[config.mk]
export PLATFORM = sky130hd
export DESIGN_NAME = ifetch_unit_flat
export DESIGN_NICKNAME = d
export VERILOG_FILES = /design/src/rtl/ifetch_pkg.sv /design/src/rtl/ifetch_unit_if.sv /design/src/rtl/fetch_queue.sv /design/src/rtl/ifetch_unit.sv /design/src/flat_wrapper.sv
export SDC_FILE = /design/constraint.sdc
export NUM_CORES = 1
export LEC_CHECK = 0
export ABC_CLOCK_PERIOD_IN_PS = 3600
export BUFFER_PORTS_ARGS = -buffer_cell sky130_fd_sc_hd__buf_2
export CORE_MARGIN = 4
export CORE_UTILIZATION = 30
export CTS_CLUSTER_SIZE = 30
export DETAILED_ROUTE_END_ITERATION = 8
export PLACE_DENSITY = 0.48
export REMOVE_ABC_BUFFERS = 1
export SLEW_MARGIN = 20
export SYNTH_ARGS = -nofsm -noshare
export SYNTH_HDL_FRONTEND = slang
export SYNTH_SLANG_ARGS = --single-unit
[constraint.sdc]
create_clock -name clock -period 3.6 [get_ports clock]
set_input_delay 0 -clock clock [delete_from_list [all_inputs] [get_ports clock]]
set_output_delay 0 -clock clock [all_outputs]
set_load 0.02 [all_outputs]
[src/rtl/ifetch_pkg.sv]
// Shared types and constants for the instruction fetch front end.
package ifetch_pkg;

  localparam int WORD_W      = 32;
  localparam int INSTR_BYTES = 4;

  typedef struct packed {
    logic [WORD_W-1:0] pc;
    logic [WORD_W-1:0] instruction;
  } fetch_entry_t;

  function automatic logic [WORD_W-1:0] align_word(input logic [WORD_W-1:0] addr);
    return {addr[WORD_W-1:2], 2'b00};
  endfunction

endpackage

[src/rtl/ifetch_unit_if.sv]
// Fetch-unit bus: instruction memory port, redirect input, decode handshake and perf counters.
interface ifetch_unit_if;
  import ifetch_pkg::*;

  logic [WORD_W-1:0] imem_address;
  logic [WORD_W-1:0] imem_instruction;
  logic              redirect_valid;
  logic [WORD_W-1:0] redirect_target;
  logic              out_valid;
  logic              out_ready;
  logic [WORD_W-1:0] out_instruction;
  logic [WORD_W-1:0] out_pc;
  logic [WORD_W-1:0] out_pc_plus4;
  logic              misaligned;
  logic [WORD_W-1:0] fetch_count;
  logic [WORD_W-1:0] flush_count;

  modport master (
    output imem_address,
    input  imem_instruction,
    input  redirect_valid,
    input  redirect_target,
    output out_valid,
    input  out_ready,
    output out_instruction,
    output out_pc,
    output out_pc_plus4,
    output misaligned,
    output fetch_count,
    output flush_count
  );

  modport slave (
    input  imem_address,
    output imem_instruction,
    output redirect_valid,
    output redirect_target,
    input  out_valid,
    output out_ready,
    input  out_instruction,
    input  out_pc,
    input  out_pc_plus4,
    input  misaligned,
    input  fetch_count,
    input  flush_count
  );

endinterface

[src/rtl/fetch_queue.sv]
// Small flop-based FIFO of fetch entries; flush overrides push and pop.
module fetch_queue
  import ifetch_pkg::*;
#(
  parameter  int DEPTH = 2,
  localparam int PTR_W = $clog2(DEPTH),
  localparam int CNT_W = PTR_W + 1
) (
  input  logic         clock,
  input  logic         reset_n,
  input  logic         push,
  input  fetch_entry_t push_entry,
  input  logic         pop,
  input  logic         flush,
  output fetch_entry_t head,
  output logic [CNT_W-1:0] count
);

  fetch_entry_t     entries [DEPTH];
  logic [PTR_W-1:0] rd_ptr;
  logic [PTR_W-1:0] wr_ptr;

  // Pointers wrap naturally because DEPTH is a power of two.
  always_ff @(posedge clock or negedge reset_n) begin
    if (!reset_n) begin
      rd_ptr <= '0;
      wr_ptr <= '0;
      count  <= '0;
      for (int i = 0; i < DEPTH; i++) entries[i] <= '0;
    end else if (flush) begin
      rd_ptr <= '0;
      wr_ptr <= '0;
      count  <= '0;
    end else begin
      if (push) begin
        entries[wr_ptr] <= push_entry;
        wr_ptr          <= wr_ptr + PTR_W'(1);
      end
      if (pop) rd_ptr <= rd_ptr + PTR_W'(1);
      count <= count + CNT_W'(push) - CNT_W'(pop);
    end
  end

  assign head = entries[rd_ptr];

endmodule

[src/rtl/ifetch_unit.sv]
// Instruction fetch front end: PC sequencing, redirect flush, prefetch queue to decode.
// Optional saturating perf counters are built when IFETCH_PERF_COUNTERS_EN is defined.
module ifetch_unit
  import ifetch_pkg::*;
#(
  parameter logic [WORD_W-1:0] RESET_PC    = 32'h0000_0000,
  parameter int                QUEUE_DEPTH = 2
) (
  input logic         clock,
  input logic         reset_n,
  ifetch_unit_if.master bus
);

  localparam int CNT_W = $clog2(QUEUE_DEPTH) + 1;

  logic [WORD_W-1:0] fetch_pc_reg;
  logic [WORD_W-1:0] fetch_pc_next;
  logic              misaligned_reg;
  logic [CNT_W-1:0]  count;
  fetch_entry_t      head;
  fetch_entry_t      push_entry;
  logic              out_valid;
  logic              pop;
  logic              can_push;
  logic              push;

  assign out_valid  = (count != '0);
  assign pop        = out_valid & bus.out_ready;
  assign can_push   = (count < CNT_W'(QUEUE_DEPTH)) | pop;
  // A redirect discards whatever would have been captured this cycle.
  assign push       = can_push & ~bus.redirect_valid;
  assign push_entry = '{pc: fetch_pc_reg, instruction: bus.imem_instruction};

  always_comb begin
    fetch_pc_next = fetch_pc_reg;
    if (bus.redirect_valid)
      fetch_pc_next = align_word(bus.redirect_target);
    else if (can_push)
      fetch_pc_next = fetch_pc_reg + WORD_W'(INSTR_BYTES);
  end

  always_ff @(posedge clock or negedge reset_n) begin
    if (!reset_n) begin
      fetch_pc_reg   <= RESET_PC;
      misaligned_reg <= 1'b0;
    end else begin
      fetch_pc_reg   <= fetch_pc_next;
      misaligned_reg <= bus.redirect_valid & (|bus.redirect_target[1:0]);
    end
  end

  fetch_queue #(.DEPTH(QUEUE_DEPTH)) u_queue (
    .clock      (clock),
    .reset_n    (reset_n),
    .push       (push),
    .push_entry (push_entry),
    .pop        (pop & ~bus.redirect_valid),
    .flush      (bus.redirect_valid),
    .head       (head),
    .count      (count)
  );

  assign bus.imem_address    = fetch_pc_reg;
  assign bus.out_valid       = out_valid;
  assign bus.out_instruction = head.instruction;
  assign bus.out_pc          = head.pc;
  // Forced to zero while empty so the reset value is zero rather than RESET_PC-independent +4.
  assign bus.out_pc_plus4    = out_valid ? head.pc + WORD_W'(INSTR_BYTES) : '0;
  assign bus.misaligned      = misaligned_reg;

`ifdef IFETCH_PERF_COUNTERS_EN
  logic [WORD_W-1:0] fetch_count_reg;
  logic [WORD_W-1:0] flush_count_reg;
  logic [WORD_W:0]   flush_sum;

  assign flush_sum = {1'b0, flush_count_reg} + (WORD_W + 1)'(count);

  always_ff @(posedge clock or negedge reset_n) begin
    if (!reset_n) begin
      fetch_count_reg <= '0;
      flush_count_reg <= '0;
    end else begin
      if (push && (fetch_count_reg != '1))
        fetch_count_reg <= fetch_count_reg + WORD_W'(1);
      if (bus.redirect_valid)
        flush_count_reg <= flush_sum[WORD_W] ? '1 : flush_sum[WORD_W-1:0];
    end
  end

  assign bus.fetch_count = fetch_count_reg;
  assign bus.flush_count = flush_count_reg;
`else
  assign bus.fetch_count = '0;
  assign bus.flush_count = '0;
`endif

endmodule
[src/flat_wrapper.sv]
// flat-port wrapper written by rule: the top's interface ports become plain ports
module ifetch_unit_flat import ifetch_pkg::*;
#(
  parameter logic [WORD_W-1:0] RESET_PC    = 32'h0000_0000,
  parameter int                QUEUE_DEPTH = 2
)
  (clock, reset_n, bus_imem_address, bus_imem_instruction, bus_redirect_valid, bus_redirect_target, bus_out_valid, bus_out_ready, bus_out_instruction, bus_out_pc, bus_out_pc_plus4, bus_misaligned, bus_fetch_count, bus_flush_count);
  ifetch_unit_if bus_i ();
  input logic clock;
  input logic reset_n;
  output wire logic [$bits(bus_i.imem_address)-1:0] bus_imem_address;
  input wire logic [$bits(bus_i.imem_instruction)-1:0] bus_imem_instruction;
  input wire logic [$bits(bus_i.redirect_valid)-1:0] bus_redirect_valid;
  input wire logic [$bits(bus_i.redirect_target)-1:0] bus_redirect_target;
  output wire logic [$bits(bus_i.out_valid)-1:0] bus_out_valid;
  input wire logic [$bits(bus_i.out_ready)-1:0] bus_out_ready;
  output wire logic [$bits(bus_i.out_instruction)-1:0] bus_out_instruction;
  output wire logic [$bits(bus_i.out_pc)-1:0] bus_out_pc;
  output wire logic [$bits(bus_i.out_pc_plus4)-1:0] bus_out_pc_plus4;
  output wire logic [$bits(bus_i.misaligned)-1:0] bus_misaligned;
  output wire logic [$bits(bus_i.fetch_count)-1:0] bus_fetch_count;
  output wire logic [$bits(bus_i.flush_count)-1:0] bus_flush_count;
  assign bus_imem_address = bus_i.imem_address;
  assign bus_i.imem_instruction = bus_imem_instruction;
  assign bus_i.redirect_valid = bus_redirect_valid;
  assign bus_i.redirect_target = bus_redirect_target;
  assign bus_out_valid = bus_i.out_valid;
  assign bus_i.out_ready = bus_out_ready;
  assign bus_out_instruction = bus_i.out_instruction;
  assign bus_out_pc = bus_i.out_pc;
  assign bus_out_pc_plus4 = bus_i.out_pc_plus4;
  assign bus_misaligned = bus_i.misaligned;
  assign bus_fetch_count = bus_i.fetch_count;
  assign bus_flush_count = bus_i.flush_count;
  ifetch_unit #(.RESET_PC(RESET_PC), .QUEUE_DEPTH(QUEUE_DEPTH)) u_core (.clock(clock), .reset_n(reset_n), .bus(bus_i));
endmodule
==> run metrics <==
P&R area growth vs syn=28.8%; setup violators final=0; max reg flops=124; crit-path max FO=37; Overflow after GRT=0; DR pass1 iterations=4; Final Cycle Share=88.5%; via count=6,358; initial antenna violation count=0; Slew @ Worst Pin=0.976 ns; Cell Area, Placed=9720 um2; outcome=finished, final reports clean; final critical-path required period=3.18 ns; Clock Path Buffers=2; Multi-input gate area=4100 um2; Final Cell Area=11,000 um2; RSZ-0062 raised after global routing=false; setup TNS=0 ns; Crit Path Class=flop to primary output; drt via density=4.55; Fmax achieved=314 MHz; mean post-synth cell area=11.3 um2; CTS sink count=159; Synth Register Bits=159; Critical Path Max Stage Delay=0.67 ns; CTS Hold Bufs=66; Crit-path slowest cell=dfrtp_4; synthesized cell area=8510 um2; post-route ant nets=0; CTS tree=built; max-slew violations=0; DP HPWL=16,700 um; synth top area cells=dfrtp_1 (47%), mux2_2 (24%), buf_4 (6.2%), xor2_1 (3.2%), nand2_1 (2.3%); CTS HTree Levels=4; Final Wtd Congestion=0.728; Critical Path RT=3.60 ns; Post-CTS Setup Inserts=0; power density cells=765 nW/um2; num ports=262; Syn. warnings=0; fillcell total=2,814; CP cell instances=mux2_2 -> ha_1 -> and3_1 -> nand4_1 -> or3_1 -> a21oi_1 -> buf_2; Most flops, register=u_core.u_queue.entries; Synth top area share=46.7%; DRC viols=0; CTS resizes=0; WL final=23,800 um; CP Capture Type=primary output; CTS clk-pin slew, worst paths=0.07 ns; DR WL/cell=17.0 um; largest net degree at the start of global routing=71; synth unique cells=40; Synth Instances=752; Worst slew margin=34.6%; sequential area share after synthesis=46.7%; initial cell density of the core=30.6%; Top FF cell, synth=dfrtp_1; number of global-route vias before repair=6,587; max-capacitance violation count=0; number of synthesized flops with an enable pin=0; CP arrival=3.18 ns; Reg area=3980 um2; asr flop ratio synth=100%; crit start category=flop; VDD IR max=313 uV; share of cells above drive strength 1=41.8%; die area=31,100 um2; Final Hold Viols=0; DRT iter0 DRCs=210; Hold WC Path Type=primary input to async pin; Yosys top cell by area=dfrtp_1; Lkg Pwr=4.93 nW; CTS root buf=clkbuf_16; CTS buffer count=17; core area=27,900 um2; row cnt=61; first-pass GRT wire length=37,300 um; clk_lat worst skew=0.42 ns; width of the die=176 um; final clock skew=0.0135 ns; buffers added on ports=191; Nets=1,078; gr usage total=15.3%; DIE HEIGHT=176 um; antenna cells=0
## Yosys cell counts, types with 2 or more instances
cell,count
dfrtp_1,159
nor3_1,4
a22oi_1,3
buf_4,70
nor2b_1,3
and2_1,4
a21oi_1,12
nand3_1,19
and3_1,8
nand2b_1,2
o21ai_0,37
and4_1,4
nor2_1,28
xor2_1,31
or4_1,3
mux2i_1,8
inv_1,12
clkbuf_1,28
or3_1,9
mux2_2,180
ha_1,4
a31oi_1,2
a211oi_1,3
xnor2_1,16
nand3b_1,2
nand4b_1,7
nand4_1,24
nand2_1,52
buf_2,7
## layout make-up
type	instances	share of cell area (%)
clock buffer	18	3.91
sequential	159	36.3
timing repair buffer	273	16.2
multi-input combinational	543	37.4
tap	378	4.31
inverter	12	0.411
clock inverter	14	1.44
## cells in the final DEF (no fill, tap or decap), drive strengths merged, types with 4 or more instances in the layout
cell and count:
a21oi 12, and2 4, and3 8, and4 4, buf 207, clkbuf 18, clkinv 6, conb 70
dfrtp 159, dlygate4sd3 66, ha 4, inv 17, mux2 180, mux2i 8, nand2 52, nand3 19
nand4 24, nand4b 7, nor2 28, nor3 4, o21ai 38, or3 9, xnor2 16, xor2 31
## through the flow
step	instances	util [%]	hold WS, ns	setup slack (ns)	power (mW)
final	1397	39.4	0.108	0.415	8.39
after global routing	1397	39.4	0.144	0.0775	8.96
after CTS	1397	39.4	0.102	0.233	8.54
after detailed placement	1299	34.9	-0.00649	0.714	6.59
after global placement	1299	34.9	-0.00741	0.742	6.56
after floorplan	714	-	-0.296	-0.637	5.33
## power by group
part	internal (mW)	switching, mW
logic	1.57	2.04
registers	2.45	0.496
clock network	1.04	0.806
total	5.05	3.34
## worst max-delay path, delay by kind of cell, from the launching register on
family | cells | cell delay (ns)
AND/OR/NAND/NOR | 3 | 1.28
flip-flops | 1 | 0.67
multiplexers | 1 | 0.32
adder cells (fa/ha/maj) | 1 | 0.18
buffers and inverters | 1 | 0.18
AO/OA/AOI/OAI | 1 | 0.14
## per-layer routing
layer	vias to the layer above	wire length (um)	share of wire, %	track usage (%)
met1	3164	10300	43	19.6
met3	12	1560	6.6	3.98
met4	0	226	0.95	3.71
met5	-	0	0	0
li1	3010	-	-	-
met2	172	11700	49	26.0
## cells by family after synthesis
logic type / share of synthesized area (%)
AND/OR/NAND/NOR: 10.4
AO/OA/AOI/OAI: 4.10
XOR/XNOR: 4.83
multiplexers: 24.7
flip-flops: 46.7
other: 0.0440
adder cells (fa/ha/maj): 0.588
buffers and inverters: 8.52
## worst paths after layout
| path | from | endpoint | slack, ns | cells after the start |
|---|---|---|---|---|
| worst min-delay path | reset_n | u_core.u_queue.entries[30] | 0.11 | 2 |
| max in group asynchronous | reset_n | u_core.u_queue.entries[98] | 2.55 | 3 |
| worst min register to register | u_core.u_queue.entries[62] | u_core.u_queue.entries[62] | 0.50 | 1 |
| worst max-delay path | u_core.u_queue.rd_ptr | bus_out_pc_plus4[24] | 0.42 | 7 |
| min in group clock | bus_redirect_valid | u_core.u_queue.wr_ptr | 0.24 | 3 |
| worst max register to register | u_core.bus.imem_address[3] | u_core.bus.imem_address[10] | 1.21 | 7 |
Note: power is estimated with default switching activity, not from simulation.
